$ cat src/rtl/systolic_sequencer_if.sv
// Host/array-side handshake bundle for the systolic run sequencer.
// The master drives the run controls and the sequencer owns the slave side.
interface systolic_sequencer_if #(
  parameter int N = 3,
  parameter int M = 3
);
  localparam int SEL_W = (N * M > 1) ? $clog2(N * M) : 1;

  logic             start;
  logic             abort;
  logic             c_ready;
  logic [N-1:0]     a_read_en;
  logic [M-1:0]     b_read_en;
  logic             load;
  logic [SEL_W-1:0] c_sel;
  logic             c_valid;
  logic             busy;
  logic             done;

  modport master (
    output start, abort, c_ready,
    input  a_read_en, b_read_en, load, c_sel, c_valid, busy, done
  );

  modport slave (
    input  start, abort, c_ready,
    output a_read_en, b_read_en, load, c_sel, c_valid, busy, done
  );
endinterface

$ cat src/rtl/systolic_sequencer.sv
// Run-level sequencer for an NxM output-stationary MAC array: skewed operand feed,
// pipeline flush, accumulator load, then a valid/ready drain of the N*M results.
module systolic_sequencer #(
  parameter int N = 3,
  parameter int M = 3,
  parameter int K = 3
) (
  input  logic                clk,
  input  logic                rst,
  systolic_sequencer_if.slave bus
);
  localparam int SEL_W     = (N * M > 1) ? $clog2(N * M) : 1;
  localparam int MAX_NM    = (N > M) ? N : M;
  localparam int FEED_LEN  = K + MAX_NM - 1;
  localparam int FLUSH_LEN = N + M - 1;
  localparam int MAX_LEN   = (FEED_LEN > FLUSH_LEN) ? FEED_LEN : FLUSH_LEN;
  localparam int TW        = $clog2(MAX_LEN + 1);

  localparam logic [TW-1:0]    FEED_LAST  = TW'(FEED_LEN - 1);
  localparam logic [TW-1:0]    FLUSH_LAST = TW'(FLUSH_LEN - 1);
  localparam logic [SEL_W-1:0] SEL_LAST   = SEL_W'(N * M - 1);

  localparam logic [2:0] S_IDLE  = 3'd0;
  localparam logic [2:0] S_FEED  = 3'd1;
  localparam logic [2:0] S_FLUSH = 3'd2;
  localparam logic [2:0] S_LOAD  = 3'd3;
  localparam logic [2:0] S_DRAIN = 3'd4;
  localparam logic [2:0] S_DONE  = 3'd5;

  logic [2:0]       state;
  logic [TW-1:0]    t;
  logic [SEL_W-1:0] c_sel;
  logic [N-1:0]     a_en;
  logic [M-1:0]     b_en;

  // NOTE: state registers use non-blocking assignments so every flop samples
  // pre-edge values regardless of statement order.
  always_ff @(posedge clk or posedge rst) begin
    if (rst) begin
      state <= S_IDLE;
      t     <= '0;
      c_sel <= '0;
    end else if (bus.abort && state != S_IDLE) begin
      state <= S_IDLE;
      t     <= '0;
      c_sel <= '0;
    end else begin
      case (state)
        S_IDLE: begin
          if (bus.start && !bus.abort) begin
            state <= S_FEED;
            t     <= '0;
          end
        end
        S_FEED: begin
          if (t == FEED_LAST) begin
            state <= S_FLUSH;
            t     <= '0;
          end else begin
            t <= t + 1'b1;
          end
        end
        S_FLUSH: begin
          if (t == FLUSH_LAST) begin
            state <= S_LOAD;
            t     <= '0;
          end else begin
            t <= t + 1'b1;
          end
        end
        S_LOAD: begin
          state <= S_DRAIN;
          c_sel <= '0;
        end
        S_DRAIN: begin
          if (bus.c_ready) begin
            // The last beat parks the index at 0 instead of running past N*M-1.
            if (c_sel == SEL_LAST) begin
              state <= S_DONE;
              c_sel <= '0;
            end else begin
              c_sel <= c_sel + 1'b1;
            end
          end
        end
        S_DONE:  state <= S_IDLE;
        default: state <= S_IDLE;
      endcase
    end
  end

  // NOTE: enables get an all-zero default first so no path through this block
  // leaves them unassigned, which would otherwise infer latches.
  always_comb begin
    a_en = '0;
    b_en = '0;
    if (state == S_FEED) begin
      // Row/column i sees its K operands in the window t = i .. i+K-1 (skewed feed).
      for (int i = 0; i < N; i++) a_en[i] = (t >= TW'(i)) && (t < TW'(i + K));
      for (int j = 0; j < M; j++) b_en[j] = (t >= TW'(j)) && (t < TW'(j + K));
    end
  end

  assign bus.a_read_en = a_en;
  assign bus.b_read_en = b_en;
  assign bus.load      = (state == S_LOAD);
  assign bus.c_valid   = (state == S_DRAIN);
  assign bus.c_sel     = c_sel;
  assign bus.busy      = (state != S_IDLE);
  assign bus.done      = (state == S_DONE);
endmodule

$ cat src/flat_wrapper.sv
// flat-port wrapper written by rule: the top's interface ports become plain ports
module systolic_sequencer_flat 
#(
  parameter int N = 3,
  parameter int M = 3,
  parameter int K = 3
)
  (clk, rst, bus_start, bus_abort, bus_c_ready, bus_a_read_en, bus_b_read_en, bus_load, bus_c_sel, bus_c_valid, bus_busy, bus_done);
  systolic_sequencer_if #(.N(N), .M(M)) bus_i ();
  input  logic clk;
  input  logic rst;
  input wire logic [$bits(bus_i.start)-1:0] bus_start;
  input wire logic [$bits(bus_i.abort)-1:0] bus_abort;
  input wire logic [$bits(bus_i.c_ready)-1:0] bus_c_ready;
  output wire logic [$bits(bus_i.a_read_en)-1:0] bus_a_read_en;
  output wire logic [$bits(bus_i.b_read_en)-1:0] bus_b_read_en;
  output wire logic [$bits(bus_i.load)-1:0] bus_load;
  output wire logic [$bits(bus_i.c_sel)-1:0] bus_c_sel;
  output wire logic [$bits(bus_i.c_valid)-1:0] bus_c_valid;
  output wire logic [$bits(bus_i.busy)-1:0] bus_busy;
  output wire logic [$bits(bus_i.done)-1:0] bus_done;
  assign bus_i.start = bus_start;
  assign bus_i.abort = bus_abort;
  assign bus_i.c_ready = bus_c_ready;
  assign bus_a_read_en = bus_i.a_read_en;
  assign bus_b_read_en = bus_i.b_read_en;
  assign bus_load = bus_i.load;
  assign bus_c_sel = bus_i.c_sel;
  assign bus_c_valid = bus_i.c_valid;
  assign bus_busy = bus_i.busy;
  assign bus_done = bus_i.done;
  systolic_sequencer #(.N(N), .M(M), .K(K)) u_core (.clk(clk), .rst(rst), .bus(bus_i));
endmodule
$ cat config.mk
export PLATFORM = sky130hd
export DESIGN_NAME = systolic_sequencer_flat
export DESIGN_NICKNAME = d
export VERILOG_FILES = /design/src/rtl/systolic_sequencer_if.sv /design/src/rtl/systolic_sequencer.sv /design/src/flat_wrapper.sv
export SDC_FILE = /design/constraint.sdc
export NUM_CORES = 1
export LEC_CHECK = 0
export BUFFER_PORTS_ARGS = -buffer_cell sky130_fd_sc_hd__buf_2
export CAP_MARGIN = 20
export CORE_MARGIN = 10
export CORE_UTILIZATION = 50
export CTS_CLUSTER_SIZE = 8
export DETAILED_ROUTE_END_ITERATION = 10
export PLACE_DENSITY = 0.75
export SYNTH_ARGS = -nofsm -noshare
export SYNTH_HDL_FRONTEND = slang
export SYNTH_SLANG_ARGS = --single-unit
$ cat constraint.sdc
create_clock -name clk -period 2.2 [get_ports clk]
set_input_delay 0.22 -clock clk [delete_from_list [all_inputs] [get_ports clk]]
set_output_delay 0.22 -clock clk [all_outputs]
set_load 0.005 [all_outputs]
* Word-level counts from Yosys, hierarchy flattened
Index checks and enable logic that the tools add are counted.
** Word-level totals
- Memory bits (writable) :: 0
- Memories :: 0
- Bits of input ports :: 5
- Latch bits :: 0
- Memory bits (read-only) :: 0
- Register bits :: 10
** Cells by class
- $mul :: 0
- Equality and inequality tests :: 12
- Order comparisons :: 6
- Bitwise logic cells :: 0
- Reductions and logical operators :: 14
- Shift operators :: 0
- Div/mod/pow operators :: 0
- Add/sub/neg operators :: 2
- Mux-type cells :: 16
** Operators by type and width (count)
- $mux 3 :: 10
- $pmux 3 s5 :: 1
- $mux 4 :: 3
- $ne 3x1->1 const B :: 4
- $eq 3x3->1 const B :: 3
- $reduce_bool 3->1 :: 3
- $pmux 4 s2 :: 1
- $eq 3x2->1 const B :: 2
- $ge 3x1->1 const B :: 2
- $lt 3x3->1 const B :: 2
- $pmux 3 s2 :: 1
- $logic_and 1x1->1 :: 5
- $reduce_and 5->1 :: 1
- $add 4x1->4 const B :: 1
- $eq 4x4->1 const B :: 1
- $reduce_and 2->1 :: 2
- $add 3x1->3 const B :: 1
- $eq 3x1->1 const B :: 1
- $ge 3x2->1 const B :: 1
- $logic_not 3->1 :: 1
- $lt 3x2->1 const B :: 1
- $ne 3x2->1 const B :: 1
- $reduce_or 2->1 :: 1
- $logic_not 1->1 :: 1

* Depth between registers and ports, before layout
Gate-level depths: netlist of the first run.
- Depth after elaboration :: 5
- Gate-level depth with buffers :: 6
- Mapped depth without buffers :: 6

* Least setup slack after synthesis of the first run
Ideal clock, no wire load.
- Path kind :: register to output
- Start point :: register u_core.state[2]
- End point :: output port bus_b_read_en[0]
- Cell stages (with the launch flop) :: 6
- Slack :: 530 ps
- Data arrival time :: 1450 ps
- Buffers on the path :: 2
- Required time :: 1980 ps
- Cells stage by stage :: dfrtp_1 > buf_4 > inv_1 > nand2_1 > a2111oi_0 > buf_4
** On the way
- Word-level cells in the longest chain between the ends :: 2
** RTL lines
- start: declaration :: line systolic_sequencer.sv:30 : logic [2:0] state;
- start signal: assignment :: line systolic_sequencer.sv:40 : state <= S_IDLE;
- start signal: assignment :: line systolic_sequencer.sv:44 : state <= S_IDLE;
- start signal: assignment :: line systolic_sequencer.sv:51 : state <= S_FEED;
- $eq 3x1->1 :: line systolic_sequencer.sv:97 : if (state == S_FEED) begin
- $mux 3
- end: declaration :: line flat_wrapper.sv:16 : output wire logic [$bits(bus_i.b_read_en)-1:0] bus_b_read_en;
Every way passes these cells.

* Worst setup path in the final report of the first run
- Start point :: register u_core.state[2]
- End point :: output port bus_a_read_en[0]
** On the way
- Word-level cells in the longest chain between the ends :: 2
** RTL lines
- $eq 3x1->1 :: line systolic_sequencer.sv:97
- $mux 3 :: line systolic_sequencer.sv:97
- end: declaration :: line flat_wrapper.sv:15 : output wire logic [$bits(bus_i.a_read_en)-1:0] bus_a_read_en;
Every way passes these cells.

==> results of run 1 <==
## Yosys cell counts (2+ instances only)
master	instances	share of area [%]
a211oi_1	2	1.9
a31oi_1	2	1.6
a32oi_1	2	2.2
buf_4	4	3.7
dfrtp_1	10	31
ha_1	5	7.8
inv_1	9	4.2
mux2i_1	3	3.7
nand2_1	9	4.2
nand3_1	3	1.9
nand3b_1	2	1.9
nand4_1	4	3.1
nor2_1	3	1.4
nor2b_1	2	1.6
nor3_1	4	2.5
nor3b_1	2	1.9
o21ai_0	4	2.5
## timing repair
action                                 in CTS  in global routing
hold buffers                                1                  0
buffers inserted                            0                  0
endpoints found under the hold margin      10                  0
## stage by stage
| step | utilization (%) | hold slack, ns | total power, mW | cells | instance area [um2] |
|---|---|---|---|---|---|
| floorplan | - | 0.0602 | 0.694 | 93 | 803 |
| detailed placement | 57.8 | 0.215 | 0.792 | 121 | 871 |
| global route | 60.9 | 0.295 | 1.03 | 126 | 917 |
| finish | 60.9 | 0.275 | 0.949 | 126 | 917 |
| global placement | 57.8 | 0.217 | 0.776 | 121 | 871 |
| CTS | 60.9 | 0.262 | 0.960 | 126 | 917 |
## state kept, by name, indices dropped and copies added (netlist names)
| signal | count |
|---|---|
| u_core.state | 3 |
| u_core.t | 3 |
| u_core.bus.c_sel | 4 |
## worst min-delay path by stage
stage | end | cells past startpoint
after global routing | u_core.bus.c_sel[2] | 3
after floorplan | u_core.bus.c_sel[0] | 1
after CTS | u_core.bus.c_sel[2] | 3
after detailed placement | u_core.state[1] | 2
final | u_core.bus.c_sel[2] | 3
after global placement | u_core.t[0] | 2
## worst max-delay path, delay by kind of cell, from the launching register on
kind	cells	cell delay, ns
flip-flops	1	0.49
AO/OA/AOI/OAI	1	0.46
buffers and inverters	2	0.39
AND/OR/NAND/NOR	1	0.11
## layer usage
| layer | up-vias | wire (um) |
|---|---|---|
| met5 | - | 0 |
| met4 | 0 | 26 |
| met3 | 4 | 103 |
| met2 | 15 | 869 |
| met1 | 341 | 803 |
| li1 | 370 | - |
## power breakdown
group | switching [mW] | internal (mW)
sequential | 0.0907 | 0.224
combinational | 0.248 | 0.221
clock | 0.0655 | 0.100
total | 0.404 | 0.545
## cells by family (layout without fill, tap and decap cells)
group                    after synthesis  count (layout)  share of synthesized area [%]
AO/OA/AOI/OAI                         20              20                           17.6
XOR/XNOR                               1               1                           1.09
adder cells (fa/ha/maj)                5               5                           7.79
buffers and inverters                 16              33                           10.4
flip-flops                            10              10                           31.2
multiplexers                           4               4                           5.14
AND/OR/NAND/NOR                       37              37                           26.8
## area by class of cell
class	count	share of cell area, %
Tap cell	16	2.18
Timing Repair Buffer	20	11.7
Clock buffer	4	3.96
Inverter	9	3.68
Sequential cell	10	27.3
Multi-Input combinational cell	67	51.2
==> results.sh, run 1 <==
export IMPL_die_area_um2=3610
export IMPL_route_detailed_drc=0
export IMPL_grt_pass1_wl_um=3000
export IMPL_clock_path_buffers=2
export IMPL_peakVddDrop_mv=0.641
export IMPL_initial_utilization_pct=53.3
export IMPL_p_per_area_nw_per_um2=1030
export IMPL_min_from="bus_c_ready"
export IMPL_nFillCells=141
export IMPL_cts_tree="built"
export IMPL_max_cap_violations=0
export IMPL_final_cell_mix="buf_2 (18), dfrtp_1 (10), nand2_1 (9), inv_1 (9), ha_1 (5)"
export IMPL_globalplace_congestion=0.836
export IMPL_startpoint_type="register"
export IMPL_port_buffers=18
export IMPL_diodes=0
export IMPL_drive_gt1_share_pct=23.6
export IMPL_crit_start="u_core.state[2]"
export IMPL_rsz0062_at_grt="no"
export IMPL_multi_input_area_um2=469
export IMPL_vias=730
export IMPL_cts_resized=0
export IMPL_drt_total_wl_um=1800
export IMPL_r2r_start="u_core.state[1]"
export IMPL_timing_setup_tns_ns=0
export IMPL_critPathCaptureType="output port"
export IMPL_grt_ovfl_total=0
export IMPL_io_pins=19
export IMPL_regArea_um2=250
export IMPL_final_setup_viol_count=0
export IMPL_syn_cell_area_um2=803
export IMPL_critPathMaxStageDelay_ns=0.49
export IMPL_setup_worst_path_class="reg -> out"
export IMPL_outcome="completed"
export IMPL_fin_crit_ns=1.94
export IMPL_cts_max_level=1
export IMPL_use_met3_pct=4.03
export IMPL_ys_async_sr_fraction_pct=100
export IMPL_dp_hpwl_um=1420
export IMPL_die_w_um=60.1
export IMPL_worst_path_max_fanout=10
export IMPL_fmax_mhz=516
export IMPL_syn_inst=93
export IMPL_skew_ns=0.0148
export IMPL_synth_nets=103
export IMPL_cts_buffers=3
export IMPL_dp_slack_ns=0.491
export IMPL_rr_endpoint="u_core.state[1]"
export IMPL_cts_root_buf="clkbuf_4"
export IMPL_ant_nets=0
export IMPL_hold_viol_final=0
export IMPL_first_pass_iters=4
export IMPL_synthToLayoutAreaGrowth_pct=14.2
export IMPL_path_clk_slew_ns=0.08
export IMPL_path_cells="inv_1 -> nand2_1 -> a2111oi_0 -> buf_2"
export IMPL_busiest_layer="met2"
export IMPL_slowest_stage="dfrtp_1"
export IMPL_min_path_type="in -> reg"
export IMPL_fin_nets=121
export IMPL_met1_usage_pct=12.6
export IMPL_crit_end="bus_a_read_en[0]"
export IMPL_wire_per_inst_um=14.3
export IMPL_grt_usage_pct=10.4
export IMPL_synth_seq_cells=10
export IMPL_antenna_found_initial=0
export IMPL_finalMaxSlewViolations=0
export IMPL_yosysSeqAreaShare_pct=31.2
export IMPL_clock_sink_count=10
export IMPL_fin_ws_ns=0.262
export IMPL_die_h_um=60.1
export IMPL_worst_ep_arrival_time_ns=1.72
export IMPL_grt_max_degree=15
export IMPL_reg2reg_depth=4
export IMPL_synth_edf_count=0
export IMPL_use_met2_pct=16.3
export IMPL_vias_per_cell=5.79
export IMPL_synthFlopType="dfrtp_1"
export IMPL_fin_crit_sh_pct=88.1
export IMPL_final_common_cell="buf_2"
export IMPL_row_count=14
export IMPL_max_slew_margin_pct=67.2
export IMPL_syn_avg_cell_area_um2=8.64
export IMPL_power_leakage_nw=0.436
export IMPL_grt_pass1_vias=691
export IMPL_drt_iter0_drc=15
export IMPL_insertion_delay_ns=0.27
export IMPL_synth_cell_types=40
export IMPL_regToRegSetupSlack_ns=0.48
export IMPL_cp_required_ns=1.98
export IMPL_core_um2=1510
export IMPL_tightest_slew_ns=0.480
export IMPL_yosys_warnings=0
Power figures use the tool's default switching activity.
==> run 2, diff against run 1 <==
Settings changed: ABC_CLOCK_PERIOD_IN_PS from default to 2200, BUFFER_PORTS_ARGS -buffer_cell sky130_fd_sc_hd__buf_2 to -buffer_cell sky130_fd_sc_hd__buf_4.
==> run 2 against run 1 <==
Effect of this change: cell area up 4.9%; fmax is 6.5% lower; clock skew is 0.0088 ns lower; largest cell class unchanged; critical path type unchanged; worst setup slack worse by 0.14 ns; cell count stayed put; count of clock-buffer cells in the layout is the same; combinational power rose by 12%; highest routed layer unchanged; clock power about the same; routed wire length up 4.2%.
==> results.sh, run 2 (synthesis gave the netlist of run 1 again) <==
export IMPL_outcome="completed"
export IMPL_hold_viol_final=0
export IMPL_setup_worst_path_class="reg -> out"
export IMPL_core_um2=1510
export IMPL_grt_max_degree=15
export IMPL_drive_gt1_share_pct=23.6
export IMPL_drt_iter0_drc=21
export IMPL_grt_pass1_wl_um=3210
export IMPL_fin_cells=126
export IMPL_seqPwrFrac_pct=31.3
export IMPL_cp_required_ns=1.98
export IMPL_timing_setup_tns_ns=0
export IMPL_antenna_found_initial=0
export IMPL_peakVddDrop_mv=0.753
export IMPL_tightest_slew_ns=0.630
export IMPL_die_area_um2=3610
export IMPL_min_path_type="in -> reg"
export IMPL_drt_total_wl_um=1880
export IMPL_crit_family="compound AO/OA/AOI/OAI gates"
export IMPL_final_setup_viol_count=0
export IMPL_worst_ep_arrival_time_ns=1.85
export IMPL_startpoint_type="register"
export IMPL_diodes=0
export IMPL_rsz0062_at_grt="no"
export IMPL_initial_utilization_pct=53.3
export IMPL_reg_top3="u_core.bus.c_sel x4, u_core.state x3, u_core.t x3"
export IMPL_vias_per_cell=5.83
export IMPL_grt_ovfl_total=0
export IMPL_cts_max_level=1
export IMPL_final_core_util_pct=63.9
export IMPL_largest_reg_flops=4
export IMPL_finalMaxSlewViolations=0
export IMPL_path_cells="inv_1 -> nand2_1 -> a2111oi_0 -> buf_4"
export IMPL_max_cap_violations=0
export IMPL_path_clk_slew_ns=0.07
export IMPL_p_int_mw=0.588
export IMPL_fin_ws_ns=0.126
export IMPL_final_cell_mix="buf_4 (19), dfrtp_1 (10), nand2_1 (9), inv_1 (9), ha_1 (5)"
export IMPL_power_leakage_nw=0.441
export IMPL_ant_nets=0
export IMPL_cts_buffers=3
export IMPL_insertion_delay_ns=0.27
export IMPL_die_h_um=60.1
export IMPL_critPathMaxStageDelay_ns=0.60
export IMPL_skew_ns=0.00601
export IMPL_die_w_um=60.1
export IMPL_slowest_stage="a2111oi_0"
export IMPL_wire_per_inst_um=14.9
export IMPL_first_pass_iters=4
export IMPL_globalplace_congestion=0.777
export IMPL_clock_sink_count=10
export IMPL_io_pins=19
export IMPL_final_common_cell="buf_4"
export IMPL_fin_crit_ns=2.07
export IMPL_grt_usage_pct=11.5
export IMPL_fin_nets=121
export IMPL_netSwitchingPower_mw=0.418
export IMPL_switching_share_pct=41.5
export IMPL_cts_resized=0
export IMPL_crit_buf_inv=2
export IMPL_p_per_area_nw_per_um2=1050
export IMPL_port_buffers=18
export IMPL_route_detailed_drc=0
export IMPL_largest_register="u_core.bus.c_sel"
export IMPL_max_slew_margin_pct=56.9
export IMPL_dp_cells=121
export IMPL_clock_path_buffers=2
export IMPL_grt_pass1_vias=702
export IMPL_synthToLayoutAreaGrowth_pct=19.8
export IMPL_placed_cell_area_um2=916
export IMPL_dp_hpwl_um=1460
export IMPL_fin_crit_sh_pct=94.3
export IMPL_pwr_share_comb_pct=52.3
export IMPL_cts_setup_buffers=0
export IMPL_row_count=14
export IMPL_clockPowerShare_pct=16.4
export IMPL_dp_slack_ns=0.467
export IMPL_cts_tree="built"
export IMPL_worst_path_max_fanout=10
export IMPL_fin_area_um2=962
export IMPL_critPathCaptureType="output port"
export IMPL_vias=734
export IMPL_fmax_mhz=482
export IMPL_cts_root_buf="clkbuf_4"
[run 2: changes by cell type in the layout (fill, tap and decap cells not counted)]
cell | previous run | this run
buf_2 | 18 | 0
buf_4 | 1 | 19
[run 2: cell type report]
type                            count  area [um2]
Fill cell                         121         544
Timing Repair Buffer               20         153
Inverter                            9        33.8
Sequential cell                    10         250
Multi-Input combinational cell     67         469
Clock buffer                        4        36.3
Tap cell                           16        20.0
[run 2: power by group through the flow]
stage               combinational, mW  clock [mW]  sequential, mW
floorplan                       0.428           0           0.266
global placement                0.510           0           0.316
detailed placement              0.527           0           0.317
CTS                             0.532       0.172           0.313
global route                    0.591       0.183           0.325
finish                          0.526       0.165           0.315
[run 2: final timing paths]
path                                 start                  end  slack (ns)  cells past startpoint
min in group asynchronous              rst      u_core.state[1]        0.49                      3
min reg2reg                    u_core.t[2]          u_core.t[2]        0.55                      1
min                            bus_c_ready  u_core.bus.c_sel[2]        0.26                      3
max reg2reg                u_core.state[1]      u_core.state[1]        0.47                      4
max                        u_core.state[2]     bus_a_read_en[0]        0.13                      4
max in group asynchronous              rst          u_core.t[0]        1.42                      3
[run 2: per-layer routing]
layer / vias to the layer above / part of all wire [%] / track usage, %
met5: - / 0 / 0
met4: 0 / 0.37 / 3.21
met3: 2 / 6.9 / 5.08
met2: 17 / 49 / 18.7
met1: 341 / 43 / 13.1
li1: 374 / - / -
[run 2: timing repair]
action,4_1_cts,5_1_grt
endpoints found under the hold margin,10,0
setup endpoints to repair,0,0
hold buffers,1,0
[run 2: worst min-delay path, stage by stage]
cell     delay, ns
buf_4         0.13
nand4_1       0.07
mux2i_1       0.06
[run 2: metrics by stage]
step                      total power, mW  hold WS, ns
after floorplan                     0.694       0.0602
after global placement              0.826        0.228
after detailed placement            0.844        0.232
after CTS                            1.02        0.248
after global routing                 1.10        0.280
final                                1.01        0.262
==> run 3, diff against run 2 <==
Settings changed: ABC_AREA from default to 1, PLACE_DENSITY 0.75 to 0.76.
==> run 3 against run 2 <==
Effect of this change: first-iteration DRC count down 57%; largest power group unchanged; combinational power is 10% higher; count of clock-buffer cells in the layout unchanged; cell area fell by 4.2%; global-route usage shrank 1.4 points; largest cell class unchanged.
==> results.sh, run 3 <==
export IMPL_fmax_mhz=549
export IMPL_syn_avg_cell_area_um2=7.23
export IMPL_fin_cells=138
export IMPL_max_cap_violations=0
export IMPL_crit_cells=5
export IMPL_grt_ovfl_total=0
export IMPL_syn_inst=103
export IMPL_p_per_area_nw_per_um2=1140
export IMPL_nFillCells=141
export IMPL_die_h_um=58.6
export IMPL_synth_top_area_cell="dfrtp_1"
export IMPL_cts_resized=0
export IMPL_vias_per_cell=5.29
export IMPL_largest_register="u_core.bus.c_sel"
export IMPL_die_area_um2=3430
export IMPL_cts_tree="built"
export IMPL_drive_gt1_share_pct=22.0
export IMPL_cts_root_buf="clkbuf_4"
export IMPL_finalMaxSlewViolations=0
export IMPL_dp_cells=133
export IMPL_r2r_start="u_core.bus.c_sel[0]"
export IMPL_synth_cell_types=19
export IMPL_skew_ns=0.00473
export IMPL_drt_iter0_drc=9
export IMPL_min_path_type="in -> reg"
export IMPL_port_buffers=18
export IMPL_core_um2=1350
export IMPL_die_w_um=58.6
export IMPL_slowest_stage="dfrtp_1"
export IMPL_initial_utilization_pct=55.1
export IMPL_ant_nets=0
export IMPL_peakVddDrop_mv=0.819
export IMPL_vias=730
export IMPL_pwr_share_comb_pct=55.0
export IMPL_synth_area_leaders="dfrtp_1 (34%), nand3_1 (9.4%), inv_1 (9.1%)"
export IMPL_critPathCaptureType="output port"
export IMPL_fin_crit_sh_pct=82.8
export IMPL_synth_seq_cells=10
export IMPL_power_leakage_nw=0.523
export IMPL_min_from="bus_abort"
export IMPL_first_pass_iters=4
export IMPL_crit_buf_inv=2
export IMPL_clock_path_buffers=2
export IMPL_seqPwrFrac_pct=28.9
export IMPL_fin_crit_ns=1.82
export IMPL_p_int_mw=0.581
export IMPL_crit_family="flip-flops"
export IMPL_holdPathEnd="u_core.state[2]"
export IMPL_timing_setup_tns_ns=0
export IMPL_wire_per_inst_um=12.3
export IMPL_syn_cell_area_um2=744
export IMPL_tightest_slew_ns=0.382
export IMPL_synth_top_area_share_pct=33.6
export IMPL_outcome="completed"
export IMPL_switching_share_pct=45.0
export IMPL_ys_async_sr_fraction_pct=100
export IMPL_fin_nets=134
export IMPL_cts_buffers=3
export IMPL_grt_usage_pct=10.1
export IMPL_grt_pass1_wl_um=2820
export IMPL_worst_path_max_fanout=5
export IMPL_cp_required_ns=1.98
export IMPL_path_clk_slew_ns=0.07
export IMPL_yosysSeqAreaShare_pct=33.6
export IMPL_setup_worst_path_class="reg -> out"
export IMPL_synth_edf_count=0
export IMPL_dp_hpwl_um=1400
export IMPL_max_slew_margin_pct=74.5
export IMPL_hold_viol_final=0
export IMPL_grt_max_degree=11
export IMPL_insertion_delay_ns=0.27
export IMPL_netSwitchingPower_mw=0.474
export IMPL_worst_ep_arrival_time_ns=1.60
export IMPL_diodes=0
export IMPL_holdBufCountCts=1
export IMPL_cts_setup_buffers=0
export IMPL_reg2reg_depth=8
export IMPL_regToRegSetupSlack_ns=0.84
export IMPL_largest_reg_flops=4
export IMPL_globalplace_congestion=0.864
export IMPL_startpoint_type="register"
export IMPL_row_count=13
export IMPL_rr_endpoint="u_core.state[1]"
export IMPL_route_detailed_drc=0
export IMPL_synthFlopType="dfrtp_1"
export IMPL_synthTopCellsByCount="inv_1 (18), nand2_1 (17), nand3_1 (14)"
export IMPL_antenna_found_initial=0
export IMPL_synth_nets=113
export IMPL_clockPowerShare_pct=16.1
export IMPL_critPathMaxStageDelay_ns=0.45
export IMPL_whs_path_depth=2
export IMPL_clock_sink_count=10
export IMPL_yosysMostFrequentCell="inv_1"
export IMPL_reg_top3="u_core.bus.c_sel x4, u_core.state x3, u_core.t x3"
export IMPL_final_setup_viol_count=0
export IMPL_io_pins=19
export IMPL_drt_total_wl_um=1700
export IMPL_rsz0062_at_grt="no"
export IMPL_synthToLayoutAreaGrowth_pct=23.9
export IMPL_yosys_warnings=0
export IMPL_grt_pass1_vias=681
export IMPL_final_cell_mix="inv_1 (18), buf_4 (18), nand2_1 (17)"
export IMPL_path_cells="inv_1 -> nor3_1 -> nand2_1 -> a21oi_1 -> buf_4"
export IMPL_cts_max_level=1
## run 3: how the worst max path moves through the flow
| stage | from | end | slack, ns |
|---|---|---|---|
| CTS | u_core.state[0] | bus_b_read_en[0] | 0.38 |
| global route | u_core.state[0] | bus_b_read_en[0] | 0.30 |
| detailed placement | u_core.state[0] | bus_b_read_en[0] | 0.68 |
| global placement | u_core.state[0] | bus_a_read_en[2] | 0.75 |
| finish | u_core.state[0] | bus_b_read_en[0] | 0.38 |
| floorplan | u_core.state[0] | bus_b_read_en[2] | 0.80 |
## run 3: cell families (layout without fill, tap and decap cells)
| logic type | after synthesis | in the layout | share of synthesized area [%] |
|---|---|---|---|
| AND/OR/NAND/NOR | 52 | 52 | 33.8 |
| buffers and inverters | 21 | 41 | 12.1 |
| AO/OA/AOI/OAI | 13 | 13 | 9.75 |
| flip-flops | 10 | 10 | 33.6 |
| adder cells (fa/ha/maj) | 5 | 5 | 8.40 |
| XOR/XNOR | 2 | 2 | 2.35 |
## run 3: routing by layer
metal	track usage (%)	wire, um	up-vias
met5	0	0	-
met3	4.51	181	6
li1	-	-	375
met2	15.9	740	27
met1	11.0	742	322
met4	5.57	34	0
## run 3: area by class of cell
| class | instances | area, um2 | share of cell area, % |
|---|---|---|---|
| inverter | 18 | 67.6 | 7.33 |
| clock buffer | 4 | 36.3 | 3.93 |
| sequential | 10 | 250 | 27.1 |
| tap | 15 | 18.8 | 2.04 |
| multi-input combinational | 72 | 404 | 43.8 |
| timing repair buffer | 19 | 145 | 15.7 |
## run 3: stage by stage
stage                     power (mW)  setup WS (ns)  utilization [%]  hold WS (ns)  cell area (um2)
after detailed placement       0.892          0.681             64.9         0.229              876
after global routing            1.16          0.297             68.3         0.166              922
after global placement         0.869          0.751             64.9         0.228              876
after floorplan                0.706          0.804                -        0.0602              744
final                           1.06          0.378             68.3         0.154              922
after CTS                       1.07          0.382             68.3         0.149              922
## run 3: power by group through the flow
stage	logic, mW	registers [mW]	clock network, mW
6_report	0.581	0.305	0.169
5_1_grt	0.659	0.311	0.186
3_5_place_dp	0.586	0.306	0
2_1_floorplan	0.414	0.292	0
3_3_place_gp	0.566	0.302	0
4_1_cts	0.590	0.303	0.172
